### config.mk
export PLATFORM = sky130hd
export DESIGN_NAME = hazard_ctrl
export DESIGN_NICKNAME = d
export VERILOG_FILES = /design/src/rtl/hazard_ctrl.sv
export SDC_FILE = /design/constraint.sdc
export NUM_CORES = 1
export LEC_CHECK = 0
export ABC_AREA = 1
export CAP_MARGIN = 20
export CORE_MARGIN = 3
export CORE_UTILIZATION = 40
export CTS_CLUSTER_SIZE = 10
export DETAILED_ROUTE_END_ITERATION = 10
export MAX_ROUTING_LAYER = met4
export PLACE_DENSITY = 0.67
export REMOVE_ABC_BUFFERS = 1
export SLEW_MARGIN = 20
export SYNTH_ARGS = -nofsm -noshare
export SYNTH_HDL_FRONTEND = slang
export SYNTH_SLANG_ARGS = --single-unit
### constraint.sdc
create_clock -name clk -period 2 [get_ports clk]
set_input_delay 0.4 -clock clk [delete_from_list [all_inputs] [get_ports clk]]
set_output_delay 0.4 -clock clk [all_outputs]
set_load 0.01 [all_outputs]
### src/rtl/hazard_ctrl.sv
// Decode-stage hazard controller: load-use detection against a shifting scoreboard
// of in-flight writers, EX redirect flushing, and the HALT drain sequence.
module hazard_ctrl #(
   parameter int unsigned DEPTH = 3,
   parameter int unsigned CNT_W = 16
) (
   input  logic             clk,
   input  logic             rst,
   input  logic             id_valid,
   input  logic [2:0]       id_rs,
   input  logic [2:0]       id_rt,
   input  logic             id_use_rs,
   input  logic             id_use_rt,
   input  logic             id_reg_wr,
   input  logic [2:0]       id_write_reg,
   input  logic             id_mem_rd,
   input  logic             id_halt,
   input  logic             ex_redirect,
   output logic             stall_if,
   output logic             bubble_id,
   output logic             flush_ifid,
   output logic             halted,
   output logic [CNT_W-1:0] stall_cnt
);

   localparam logic [1:0] S_RUN    = 2'd0;
   localparam logic [1:0] S_DRAIN  = 2'd1;
   localparam logic [1:0] S_HALTED = 2'd2;

   localparam logic [CNT_W-1:0] CNT_ONE = CNT_W'(1);

   logic [1:0]       state_q, state_d;
   logic [DEPTH-1:0] v_q, v_d;
   logic [DEPTH-1:0] ld_q, ld_d;
   logic [2:0]       rd_q [DEPTH];
   logic [2:0]       rd_d [DEPTH];
   logic [CNT_W-1:0] cnt_q, cnt_d;

   logic in_run;
   logic rs_hit;
   logic rt_hit;
   logic lu;
   logic issue;

   assign in_run = (state_q == S_RUN);

   // Only the EX slot can hold a load whose data is not yet forwardable.
   assign rs_hit = id_use_rs & (id_rs == rd_q[0]);
   assign rt_hit = id_use_rt & (id_rt == rd_q[0]);
   assign lu     = id_valid & v_q[0] & ld_q[0] & (rs_hit | rt_hit);

   assign issue  = id_valid & ~lu & ~ex_redirect & in_run & ~id_halt;

   always_comb begin
      stall_if   = 1'b0;
      bubble_id  = 1'b0;
      flush_ifid = 1'b0;
      halted     = 1'b0;
      case (state_q)
         S_RUN: begin
            stall_if   = lu & ~ex_redirect;
            bubble_id  = lu | ex_redirect | id_halt;
            flush_ifid = ex_redirect;
         end
         S_DRAIN: begin
            stall_if  = 1'b1;
            bubble_id = 1'b1;
         end
         S_HALTED: begin
            stall_if  = 1'b1;
            bubble_id = 1'b1;
            halted    = 1'b1;
         end
         default: ;
      endcase
   end

   always_comb begin
      state_d = state_q;
      case (state_q)
         S_RUN: begin
            if (id_valid & id_halt & ~lu & ~ex_redirect) begin
               state_d = S_DRAIN;
            end
         end
         S_DRAIN: begin
            if (v_q == '0) begin
               state_d = S_HALTED;
            end
         end
         S_HALTED: ;
         default: state_d = S_RUN;
      endcase
   end

   always_comb begin
      v_d[0]  = issue & id_reg_wr;
      ld_d[0] = issue & id_mem_rd;
      rd_d[0] = id_write_reg;
      for (int unsigned i = 1; i < DEPTH; i++) begin
         v_d[i]  = v_q[i-1];
         ld_d[i] = ld_q[i-1];
         rd_d[i] = rd_q[i-1];
      end
   end

   always_comb begin
      cnt_d = cnt_q;
      if (in_run & stall_if & (cnt_q != '1)) begin
         cnt_d = cnt_q + CNT_ONE;
      end
   end

   always_ff @(posedge clk) begin
      if (rst) begin
         state_q <= S_RUN;
         v_q     <= '0;
         ld_q    <= '0;
         cnt_q   <= '0;
         for (int unsigned i = 0; i < DEPTH; i++) begin
            rd_q[i] <= '0;
         end
      end else begin
         state_q <= state_d;
         v_q     <= v_d;
         ld_q    <= ld_d;
         cnt_q   <= cnt_d;
         for (int unsigned i = 0; i < DEPTH; i++) begin
            rd_q[i] <= rd_d[i];
         end
      end
   end

   assign stall_cnt = cnt_q;

   // A redirect cannot legally arrive once the front end is frozen for HALT.
   always_ff @(posedge clk) begin
      if (!rst && !in_run) begin
         assert (!ex_redirect);
      end
   end

endmodule

* Word-level counts from Yosys, hierarchy flattened
Memories as Yosys holds them, arrays and structs flattened. Cells that the tools add are included.
Word-level totals: bits of input ports 18, register bits after elaboration 22, memories 1, output and inout port bits 20, logic and storage cells 57, RAM bits 9
Memory list:
- rd_q | depth 3, width 3, read ports 2, clocked after memory_dff 0, write ports 3, line 35 | logic [2:0] rd_q [DEPTH];
Cells by class: multiplexer cells 13, equal/unequal tests 7, bitwise gates (word level) 27, reduce and logical (&&, ||, !) cells 4, add/sub/neg operators 1
Operator list (count):
- $and A1 B1 Y1 | 17
- $add A16 B1 Y16 const B | 1
- $ne A16 B16 Y1 const B | 1
- $mux W3 | 3
- $eq A3 B3 Y1 | 2
- $or A1 B1 Y1 | 6
- $pmux W2 S3 | 1
- $mux W1 | 5
- $mux W2 | 2
- $not A1 Y1 | 4
- $pmux W1 S2 | 2
- $logic_not A3 Y1 | 1
- $reduce_and A3 Y1 | 1
- $eq A2 B1 Y1 const B | 1
- $eq A2 B2 Y1 const B | 1
- $logic_not A2 Y1 | 1
- $ne A2 B1 Y1 const B | 1
- $ne A2 B2 Y1 const B | 1
- $reduce_or A2 Y1 | 1

* Longest topological paths before layout
Gate-level depths: netlist of the first run.
depth in word-level cells 10, gate-level depth with buffers 13, mapped depth without buffers 13

* Worst setup path before layout of the first run
OpenSTA, ideal clock, no wires.
path type reg2out, start point reg state_q[0], end point out stall_if, path slack 0.253 ns, data required time 1.600 ns, path buffers 0, cell stages (with the launch flop) 7, arrival time 1.347 ns, cell sequence dfxtp_1 -> inv_1 -> ha_1 -> inv_1 -> nor2_1 -> nand3_2 -> a21oi_1
Between the ends: cells in the longest elaborated chain, start to end 3, elaborated cells on any way between the ends 5, classes of those cells eq/ne (2); mux (1); reduce/logical (2)
Ends and longest elaborated chain:
- start: declaration | line 32 | logic [1:0] state_q, state_d;
- start signal: assignment | line 124 | state_q <= state_d;
- $eq A2 B1 Y1 or $eq A2 B2 Y1 (tied branches) | line 59 | case (state_q)
- $reduce_or A2 Y1 (no line)
- $pmux W1 S2 * | line 59
- end: declaration | line 19 | output logic stall_if,
Mark *: on every way between the ends. The rest lies on a longest branch, timed or not.

* Worst setup path after layout of the first run
start point in id_valid, end point out bubble_id
Between the ends: cells in the longest elaborated chain, start to end 6
Ends and longest elaborated chain:
- start: declaration | line 9 | input logic id_valid,
- $and A1 B1 Y1 (3 in series) | line 50 | assign lu = id_valid & v_q[0] & ld_q[0] & (rs_hit | rt_hit);
- $or A1 B1 Y1 (2 in series) | line 62 | bubble_id = lu | ex_redirect | id_halt;
- $pmux W1 S2 | line 59
- end: declaration | line 20 | output logic bubble_id,
Every way passes these cells.

==> metrics.txt, run 1 <==
status=finished clean; vias in the first global route=between 1,000 and 1,500; RSZ-0062 raised after global routing=yes; WL final=about 3500 um; largest net degree at the start of global routing=21; sequential area share after synthesis=between 30% and 40%; DR pass1 iterations=4; pre-CTS WS=-599 ps; Hold Crit Class=reg2reg; post-synthesis compound-gate area fraction=approximately 5.4%; Power Density=766 mW/mm^2; CTS Sinks=25; max_cap viols=0; Iteration-0 DRC Markers=67; Setup CP Type=in2out; Worst EP arrival=roughly 1500 ps; Clock Pin Slew Worst Setup and Hold Paths=around 90 ps; Synth cell types=26; HPWL after DPL=roughly 2600 um; GP Congestion=0.855; FP Rows=21; largest fanout on the critical path=2; Setup crit start=id_valid; Die Height=~70 um; Clock Skews=5.08 ps; total grt overflow=0; Initial Util=between 40% and 50%; initial antenna violation count=0; Seq cells post-synth=25; CTS H-tree depth=1; Nets=around 320; Post-Syn Area=about 0.0016 mm^2; routed len/inst=between 10 and 15 um; Finish-stage setup viols=0; Vias/cell=between 4 and 5; gr usage total=16.7%; Mapped Cells=247; max frequency=~520 MHz; CP required=approximately 1600 ps; post-route ant nets=0; share of cells above drive strength 1=between 10% and 20%; post-route clock period utilization=a little over nine tenths; Final Hold Vio Count=0; startpoint type of the worst setup path=input port; clock latency on the worst-skew pair=280 ps; Max-slew headroom=between 70% and 80%; Max IR drop VDD=slightly below 500 uV; Mean Syn Cell Area=between 6 and 7 um^2; global-route wire length before repair=slightly below 6000 um; Setup TNS=0 ps; crit path time final=1940 ps; Hold Buf Count CTS=0; I/O pins=38; Max Root-Sink Buffers=2; Num CTS Buffers=3; # diodes=0; Reg-to-Reg Start=stall_cnt[0]; Top Layer Used=met4; die area=roughly 0.0047 mm^2; synthesis warning total=0; Worst Tran Pin Value=320 ps; synthesis-to-layout area growth=35.1%; largest family of logic cells by synthesized area=simple AND/OR/NAND/NOR gates; Max Slew Vio Count=0; CP Capture Type=output pin; metal3 WL=roughly 190 um; Leakage=roughly 0.96 nW; XOR/XNOR Fraction of Synth Area=around 2.8%; CTS Root Cell=clkbuf_8; Buffers on Ports=37; CTS tree=yes; worst hold path startpoint=v_q[1]; die width=roughly 68 um; core footprint=0.00352 mm^2; # DRC=0; adder-cell share of the synthesized area=roughly 4.0%; post-synthesis mux area share=0%; routed length on met1=approximately 1700 um; met2 WL=~1500 um; post-route setup slack=63.1 ps; Vias=1,532; Simple-Gate Fraction of Synth Area=42.6%
-- kinds of logic after synthesis --
family / count (synthesis)
buf+inv: 51
simple gates: 146
fa+ha+maj: 5
compound gates: 15
flops: 25
xor+xnor: 5
-- cell type report --
class	instances	area (um^2)
Fill cell	360	1430
Multi-Input combinational cell	171	867
Sequential cell	25	504
Timing Repair Buffer	48	443
Inverter	47	176
Tap cell	46	57.6
Clock buffer	3	41.3
Clock inverter	1	5.00
-- state kept, by name (all words and copies together) (netlist names) --
signal     flops
ld_q           1
rd_q           3
stall_cnt     16
state_q        2
v_q            3
-- stage by stage --
step	hold slack [ps]	cell area, um^2	util, %	power, mW	std cells
3_3_place_gp	428	2030	57.7	1.29	336
2_1_floorplan	410	1530	-	0.987	243
6_report	441	2090	59.5	1.61	341
5_1_grt	467	2090	59.5	1.73	341
3_5_place_dp	433	2030	57.7	1.30	336
4_1_cts	447	2080	59.0	1.62	341
-- power breakdown --
| part | switching, mW | leakage [nW] | internal [mW] |
|---|---|---|---|
| Combinational | 0.357 | 0.733 | 0.326 |
| Clock | 0.175 | 0.0255 | 0.140 |
| Sequential | 0.0507 | 0.204 | 0.556 |
| Total | 0.583 | 0.963 | 1.02 |
-- layout by cell type (no fill, tap or decap), types with 2 or more instances in the layout --
cell              n
buf_6             2
nand3_4           2
ha_1              4
nor2_2            4
nand3_2           2
nand4_1           7
buf_2             2
nor2_1           56
inv_1            44
dfxtp_2           3
nand2_2           4
nand2_1          60
nand3_1           5
xor2_1            5
inv_2             3
buf_4             9
nor3_1            2
o21ai_1           4
clkbuf_8          3
dfxtp_1          22
dlygate4sd2_1     8
clkdlybuf4s50_1  26
a21oi_1           3
o21ai_0           4
-- final timing paths --
| path | end | slack, ps | depth (start not counted) |
|---|---|---|---|
| max | bubble_id | 60 | 8 |
| min | v_q[2] | 440 | 2 |
| max reg2reg | stall_cnt[5] | 300 | 12 |
| min reg2reg | v_q[2] | 440 | 2 |
-- synthesized netlist by cell type (all sizes together) --
| master | instances | share of area [%] |
|---|---|---|
| nor3 | 2 | 0.65 |
| nand3b | 1 | 0.48 |
| clkbuf | 3 | 0.73 |
| dfxtp | 25 | 32 |
| ha | 5 | 4.0 |
| a21boi | 1 | 0.48 |
| a21oi | 4 | 1.3 |
| nand4 | 8 | 4.2 |
| xor2 | 5 | 2.8 |
| a221oi | 1 | 0.57 |
| nor2 | 61 | 16 |
| buf | 1 | 0.73 |
| inv | 47 | 11 |
| o21bai | 1 | 0.48 |
| nand3 | 9 | 5.2 |
| nand2 | 65 | 17 |
| o21ai | 8 | 2.6 |
-- critical path: stages --
cell,delay [ps]
clkdlybuf4s50_1,460
inv_1,60
nor2_2,130
nand2_1,60
nand2_1,80
o21ai_1,60
a21oi_1,130
buf_2,150
-- layer usage --
metal	GRT usage [%]	vias to the layer above
met4	5.96	0
met1	21.5	659
li1	-	838
met2	26.7	30
met3	2.46	5
met5	-	-
-- what timing repair did --
action                                  CTS  global route
resized for setup                        21             9
pin swaps                                10             9
gates cloned                              0             0
setup buffers                             1             0
endpoints found under the setup margin    3             3
(Power assumes the default switching activity.)
==> run 2, diff against run 1 <==
--- a/config.mk
+++ b/config.mk
@@ -8,11 +8,11 @@
 export ABC_AREA = 1
 export CAP_MARGIN = 20
 export CORE_MARGIN = 3
-export CORE_UTILIZATION = 40
+export CORE_UTILIZATION = 30
 export CTS_CLUSTER_SIZE = 10
 export DETAILED_ROUTE_END_ITERATION = 10
 export MAX_ROUTING_LAYER = met4
-export PLACE_DENSITY = 0.67
+export PLACE_DENSITY = 0.55
 export REMOVE_ABC_BUFFERS = 1
 export SLEW_MARGIN = 20
 export SYNTH_ARGS = -nofsm -noshare
==> constraint.sdc (replaced) <==
create_clock -name clk -period 1.64 [get_ports clk]
set_input_delay 0.328 -clock clk [delete_from_list [all_inputs] [get_ports clk]]
set_output_delay 0.328 -clock clk [all_outputs]
set_load 0.01 [all_outputs]
==> run 2 against run 1 <==
Against the previous run: the run now ends with setup timing left; hold slack gained 1.9 ps; non-clock buffer count increased by 22; worst setup slack lost 260 ps; cell count increased by 13%; critical endpoint is now stall_if; cell area grew 19%; sequential power grew 23%; die area is 30% higher; largest cell class unchanged; clock power up 19%; core utilization shrank 8.3 points; register-to-register slack worse by 310 ps; count of clock-buffer cells in the layout stayed put; clock skew down 2.6 ps.
==> metrics.txt, run 2 (synthesis gave the netlist of run 1 again) <==
global-route wire length before repair=6510 um (was 5830 um); Psw=0.858 mW (was 0.583 mW); CP required=1310 ps (was 1600 ps); die width=77.9 um (was 68.3 um); Initial Util=32.0% (was 44.0%); Setup CP Type=reg2out (was in2out); startpoint type of the worst setup path=flop (was input port); # diodes=0 (unchanged); CP cell instances=inv_2 -> nand2_1 -> nand2_1 -> nor2_2 -> nand2_1 -> nand2_2 -> nand3_4 -> a21oi_2 -> buf_2 (was clkdlybuf4s50_1 -> inv_1 -> nor2_2 -> nand2_1 -> nand2_1 -> o21ai_1 -> a21oi_1 -> buf_2); HPWL after DPL=2830 um (was 2580 um); largest net degree at the start of global routing=21 (unchanged); Clk pwr share=16.0% (was 19.6%); Max IR drop VDD=571 uV (was 485 uV); worst hold path startpoint=v_q[1] (unchanged); CP Capture Type=output pin (unchanged); CTS H-tree depth=1 (unchanged); share of cells above drive strength 1=28.6% (was 13.6%); Nets=342 (was 319); Worst Tran Pin Value=693 ps (was 320 ps); routed len/inst=11.0 um (was 10.2 um); Max-slew headroom=53.8% (was 78.5%); FP Rows=25 (was 21); Leakage=1.23 nW (was 0.963 nW); WL final=4230 um (was 3490 um); crit path time final=about 1800 ps; pre-CTS WS=-795 ps (was -599 ps); Clock Pin Slew Worst Setup and Hold Paths=90 ps (about the same); status=finished, violations left (was finished clean); Hold Crit Class=reg2reg (unchanged); Buffers on Ports=37 (unchanged); post-route setup slack=-193 ps (was 63.1 ps); Worst path top cell family by delay=simple AND/OR/NAND/NOR gates (was buffers and inverters); Slowest Stage Delay on Critical Path=360 ps (was 460 ps); initial antenna violation count=0 (unchanged); portion of total power attributed to sequential cells=31.8% (was 37.8%); I/O pins=38 (unchanged); Hold Path Sink=v_q[2] (unchanged); synthesis-to-layout area growth=60.2% (was 35.1%); GP Congestion=0.783 (was 0.855); gr usage total=13.6% (was 16.7%); metal3 WL=230 um (was 188 um); worst r2r dst=stall_cnt[4] (was stall_cnt[5]); clock latency on the worst-skew pair=270 ps (was 280 ps); Max Slew Vio Count=0 (unchanged); Max Root-Sink Buffers=2 (unchanged); placed cell count=369 (was 336); Reg2Reg Depth=11 (was 12); vias in the first global route=1,469 (was 1,396); routed length on met1=2030 um (was 1700 um); Die Height=77.9 um (was 68.3 um); CTS Sinks=25 (unchanged); core footprint=0.00485 mm^2 (was 0.00352 mm^2); Top cell by count, worst path=nand2_1 (unchanged); Iteration-0 DRC Markers=29 (was 67); switch share=36.5% (was 36.3%); Buf+Inv Stages, Crit Path=2 (was 3); # DRC=0 (unchanged); Vias/cell=4.37 (was 4.49); DR pass1 iterations=4 (unchanged); reg2reg setup slack=-10 ps (was 300 ps); die area=0.00607 mm^2 (was 0.00466 mm^2); Final Hold Vio Count=0 (unchanged); RSZ-0062 raised after global routing=yes (unchanged); CP max stage cell=dfxtp_2 (was clkdlybuf4s50_1); commonest non-fill, non-tap cell in the layout=nand2_1 (unchanged); Top Layer Used=met4 (unchanged); post-route ant nets=0 (unchanged); number of flip-flops in the largest register=16 (unchanged); Power Density=945 mW/mm^2 (was 766 mW/mm^2); max_cap viols=0 (unchanged); Comb power frac=52.2% (was 42.5%); Num CTS Buffers=3 (unchanged); CTS tree=yes (unchanged); final core utilization=51.2% (was 59.5%); Fin Hold WS=443 ps (was 441 ps); Finish-stage setup viols=3 (was 0); Filler cells=486 (was 360); Vias=1,681 (was 1,532); max frequency=between 500 and 600 MHz; Layout Cells excl Fill=385 (was 341); Worst EP arrival=1500 ps (was 1540 ps); Clock Skews=2.50 ps (was 5.08 ps); met2 WL=1940 um (was 1550 um); largest fanout on the critical path=3 (was 2); most frequent cells in the layout=53 x nand2_1, 52 x nor2_1, 40 x inv_1 (was 60 x nand2_1, 56 x nor2_1, 44 x inv_1); failing checks=setup timing; Reg-to-Reg Start=state_q[1] (was stall_cnt[0]); Int Pwr=1.49 mW (was 1.02 mW); Hold Buf Count CTS=0 (unchanged); post-route clock period utilization=112%; CTS Root Cell=clkbuf_8 (unchanged); total grt overflow=0 (unchanged); hold path depth=2 (unchanged)
-- run 2: power groups by stage --
stage                     clock network (mW)  logic, mW  registers [mW]
after floorplan                            0      0.430           0.774
after global placement                     0      0.914           0.738
after detailed placement                   0      0.922           0.737
after CTS                              0.399      0.938           0.728
after global routing                   0.422       1.33           0.756
final                                  0.376       1.23           0.747
-- run 2: worst max-delay path by stage --
stage / endpoint / cells past startpoint / start
floorplan: stall_cnt[13] / 9 / state_q[0]
global placement: stall_if / 10 / id_rs[0]
detailed placement: stall_if / 10 / id_rt[2]
CTS: bubble_id / 11 / rd_q[0][2]
global route: bubble_id / 11 / rd_q[0][0]
finish: stall_if / 9 / rd_q[0][0]
-- run 2: what timing repair did --
action | 4_1_cts | 5_1_grt
buffers inserted | 2 | 10
pin swaps | 15 | 24
gates cloned | 0 | 1
resized for setup | 35 | 54
endpoints found under the setup margin | 20 | 27
-- run 2: final cells by class --
type                       instances  area [um^2]  area share, %
tap                               67         83.8           3.38
inverter                          47          180           7.25
timing repair buffer              70          653           26.3
clock buffer                       3         41.3           1.66
sequential                        25          515           20.8
multi-input combinational        172         1000           40.5
clock inverter                     1         5.00          0.202
-- run 2: routing by layer --
layer | vias up | track usage, %
li1 | 891 | -
met1 | 744 | 17.4
met2 | 44 | 21.8
met3 | 2 | 3.13
met4 | 0 | 3.20
met5 | - | -
-- run 2: worst reg2reg max path, stage by stage (launching register included) --
cell,delay (ps)
dfxtp_2,330
inv_2,70
ha_4,140
buf_6,100
buf_12,100
buf_12,90
buf_4,180
buf_4,150
nand3_4,120
o21bai_1,150
inv_1,50
nor2_1,90
-- run 2: stage by stage --
stage          power (mW)  TNS, ps  instance area, um^2
2_1_floorplan        1.20    -1870                 1530
3_3_place_gp         1.65    -7770                 2150
3_5_place_dp         1.66    -7620                 2150
4_1_cts              2.06     -418                 2220
5_1_grt              2.51    -2260                 2480
6_report             2.35     -386                 2480
==> run 3, diff against run 2 <==
--- a/config.mk
+++ b/config.mk
@@ -5,14 +5,14 @@
 export SDC_FILE = /design/constraint.sdc
 export NUM_CORES = 1
 export LEC_CHECK = 0
-export ABC_AREA = 1
 export CAP_MARGIN = 20
 export CORE_MARGIN = 3
 export CORE_UTILIZATION = 30
 export CTS_CLUSTER_SIZE = 10
 export DETAILED_ROUTE_END_ITERATION = 10
+export GPL_ROUTABILITY_DRIVEN = 0
 export MAX_ROUTING_LAYER = met4
-export PLACE_DENSITY = 0.55
+export PLACE_DENSITY = 0.56
 export REMOVE_ABC_BUFFERS = 1
 export SLEW_MARGIN = 20
 export SYNTH_ARGS = -nofsm -noshare
==> run 3 against run 2 <==
Against the previous run: the flow still finishes with violations (setup timing); hold slack improved by 70 ps; critical path type unchanged; maximum frequency shrank 6.6%; critical path depth is 2 lower; power down 47%; cell count fell by 23%; non-clock buffer count rose by 20; global-route usage rose by 1.9 points; synthesized cell count is 38% lower.
==> metrics.txt, run 3 <==
status=finished, violations left (unchanged); failing checks=setup timing (unchanged); Setup CP Type=reg2out (unchanged); ys flop type=dfxtp_1 (unchanged); CTS Sinks=25 (unchanged); Fin Hold WS=513 ps (was 443 ps); largest cells by area after synthesis=dfxtp_1 36%, nor2_1 5.1%, ha_1 4.5%, xor2_1 3.7%, a21oi_1 3.6% (was dfxtp_1 32%, nand2_1 15%, nor2_1 14%, inv_1 11%, ha_1 4.0%); post-synth top area share=35.6% (was 32.3%); final core utilization=55.9% (was 51.2%); WL final=4040 um (was 4230 um); DR pass1 iterations=4 (unchanged); Max-slew headroom=78.7% (was 53.8%); reg2reg setup slack=-250 ps (was -10 ps); Mean Syn Cell Area=9.12 um^2 (was 6.28 um^2); vias in the first global route=1,542 (was 1,469); routed len/inst=13.6 um (was 11.0 um); Slowest Stage Delay on Critical Path=370 ps (was 360 ps); Final Hold Vio Count=0 (unchanged); Hold Path Sink=v_q[2] (unchanged); largest fanout on the critical path=2 (was 3); post-route setup slack=-322 ps (was -193 ps); Max IR drop VDD=306 uV (was 571 uV); Die Height=74.4 um (was 77.9 um); startpoint type of the worst setup path=flop (unchanged); Finish-stage setup viols=19 (was 3); # diodes=0 (unchanged); Worst EP arrival=1630 ps (was 1500 ps); CTS H-tree depth=1 (unchanged); Iteration-0 DRC Markers=96 (was 29); synthesis warning total=0 (unchanged); Nets=268 (was 342); Clock Pin Slew Worst Setup and Hold Paths=90 ps (about the same); Tot Pwr=1.24 mW (was 2.35 mW); fin area=0.00248 mm^2 (unchanged); Num CTS Buffers=3 (unchanged); worst hold path startpoint=v_q[1] (unchanged); initial antenna violation count=0 (unchanged); post-route ant nets=0 (unchanged); HPWL after DPL=3040 um (was 2830 um); CP required=1310 ps (about the same); CTS Root Cell=clkbuf_8 (unchanged); CP Capture Type=output pin (unchanged); Max Root-Sink Buffers=2 (unchanged); I/O pins=38 (unchanged); pre-CTS WS=-965 ps (was -795 ps); total grt overflow=0 (unchanged); Power Density=499 mW/mm^2 (was 945 mW/mm^2); area leader, netlist=dfxtp_1 (unchanged); Hold Buf Count CTS=0 (unchanged); Post-synth EDFFs=0 (unchanged); Filler cells=405 (was 486); core footprint=0.00444 mm^2 (was 0.00485 mm^2); global-route wire length before repair=6690 um (was 6510 um); max_cap viols=0 (unchanged); synthesis-to-layout area growth=76.8% (was 60.2%); Reg-to-Reg Start=rd_q[0][1] (was state_q[1]); Reg2Reg Depth=8 (was 11); gr usage total=15.5% (was 13.6%); number of flip-flops in the largest register=16 (unchanged); die width=74.4 um (was 77.9 um); Seq cells post-synth=25 (unchanged); post-route clock period utilization=120% (was 112%); asr flop ratio synth=0% (unchanged); Buffers on Ports=37 (unchanged); crit path time final=1960 ps (was 1830 ps); Multi-input gate area=0.00103 mm^2 (was 0.00100 mm^2); most frequent cells in the layout=47 x buf_4, 18 x nor2_1, 17 x dfxtp_1 (was 53 x nand2_1, 52 x nor2_1, 40 x inv_1); share of cells above drive strength 1=43.4% (was 28.6%); Post-synth top cells=25 x dfxtp_1, 19 x nor2_1, 10 x a21oi_1 (was 62 x nand2_1, 58 x nor2_1, 45 x inv_1); Hold Crit Class=reg2reg (unchanged); CP max stage cell=dfxtp_4 (was dfxtp_2); FP Rows=24 (was 25); Initial Util=31.6% (was 32.0%); max frequency=510 MHz (was 546 MHz); Vias/cell=4.99 (was 4.37); Post-Syn Area=0.00141 mm^2 (was 0.00155 mm^2); # DRC=0 (unchanged); die area=0.00554 mm^2 (was 0.00607 mm^2); Mapped Cells=154 (was 247); Worst Tran Pin Value=319 ps (was 693 ps); CTS tree=yes (unchanged); Vias=1,476 (was 1,681); Placed Area=0.00213 mm^2 (was 0.00215 mm^2); clock latency on the worst-skew pair=260 ps (was 270 ps); Synth cell types=41 (was 26); Clock Skews=4.18 ps (was 2.50 ps); RSZ-0062 raised after global routing=yes (unchanged); Max Slew Vio Count=0 (unchanged); commonest non-fill, non-tap cell in the layout=buf_4 (was nand2_1); hold path depth=1 (was 2); register area=515 um^2 (unchanged); CP cell instances=xnor2_2 -> nand4_2 -> a21oi_2 -> and2_4 -> nor4_1 -> nor3_1 -> buf_2 (was inv_2 -> nand2_1 -> nand2_1 -> nor2_2 -> nand2_1 -> nand2_2 -> nand3_4 -> a21oi_2 -> buf_2); Leakage=1.22 nW (was 1.23 nW); worst r2r dst=stall_cnt[9] (was stall_cnt[4]); largest net degree at the start of global routing=15 (was 21); most numerous cell in the Yosys netlist=dfxtp_1 (was nand2_1); Setup crit start=rd_q[0][1] (was rd_q[0][0]); sequential area share after synthesis=35.6% (was 32.3%)
==> run 3: per-layer routing <==
layer  vias up  GRT usage [%]  part of all wire, %
li1        731              -                    -
met1       694           18.4                   42
met2        45           27.6                   52
met3         6           2.30                  4.3
met4         0           3.36                  1.3
met5         -              -                    0
==> run 3: logic make-up (layout without fill, tap and decap cells) <==
| logic type | Yosys count | in the layout | share of synthesized area (%) |
|---|---|---|---|
| DFF | 25 | 25 | 35.6 |
| muxes | 3 | 3 | 2.14 |
| buffers and inverters | 9 | 99 | 4.10 |
| xor gates and xnor gates | 12 | 12 | 8.55 |
| AOI/OAI and AO/OA | 30 | 30 | 14.2 |
| and+or+nand+nor | 70 | 70 | 31.0 |
| adders and majority gates | 5 | 5 | 4.45 |
==> run 3: through the flow <==
step	setup TNS, ps	cells
after floorplan	-1690	150
after global placement	-9580	283
after detailed placement	-10120	283
after CTS	-2230	292
after global routing	-5020	296
final	-2580	296
==> run 3: where the power goes <==
part	internal (mW)	total (mW)	switching, mW
combinational	0.147	0.250	0.103
sequential	0.616	0.628	0.0118
clock	0.173	0.362	0.189
total	0.936	1.24	0.304
==> run 3: worst max-delay path by stage <==
stage	slack, ps	to	cells after the start
final	-320	bubble_id	7
after global routing	-420	bubble_id	7
after CTS	-320	bubble_id	7
after detailed placement	-970	bubble_id	8
after global placement	-900	bubble_id	8
after floorplan	-240	stall_cnt[9]	8
==> run 3: critical path, delay by kind of cell (launching register included) <==
family / cells / cell delay [ps]
buffers and inverters: 1 / 160
and+or+nand+nor: 4 / 480
AOI/OAI and AO/OA: 1 / 200
xor gates and xnor gates: 1 / 160
DFF: 1 / 370
==> run 3: repair_timing <==
action                     CTS  global route
setup endpoints to repair   21            34
hold endpoints to repair     0             0
pin swaps                   18            14
resized for setup           60            33
buffers inserted             5             5
==> run 3: cell type report <==
type                       count  share of cell area, %
clock buffer                   4                   1.81
inverter                       5                  0.756
multi-input combinational    120                   41.6
sequential                    25                   20.8
tap                           52                   2.62
timing repair buffer          90                   32.4
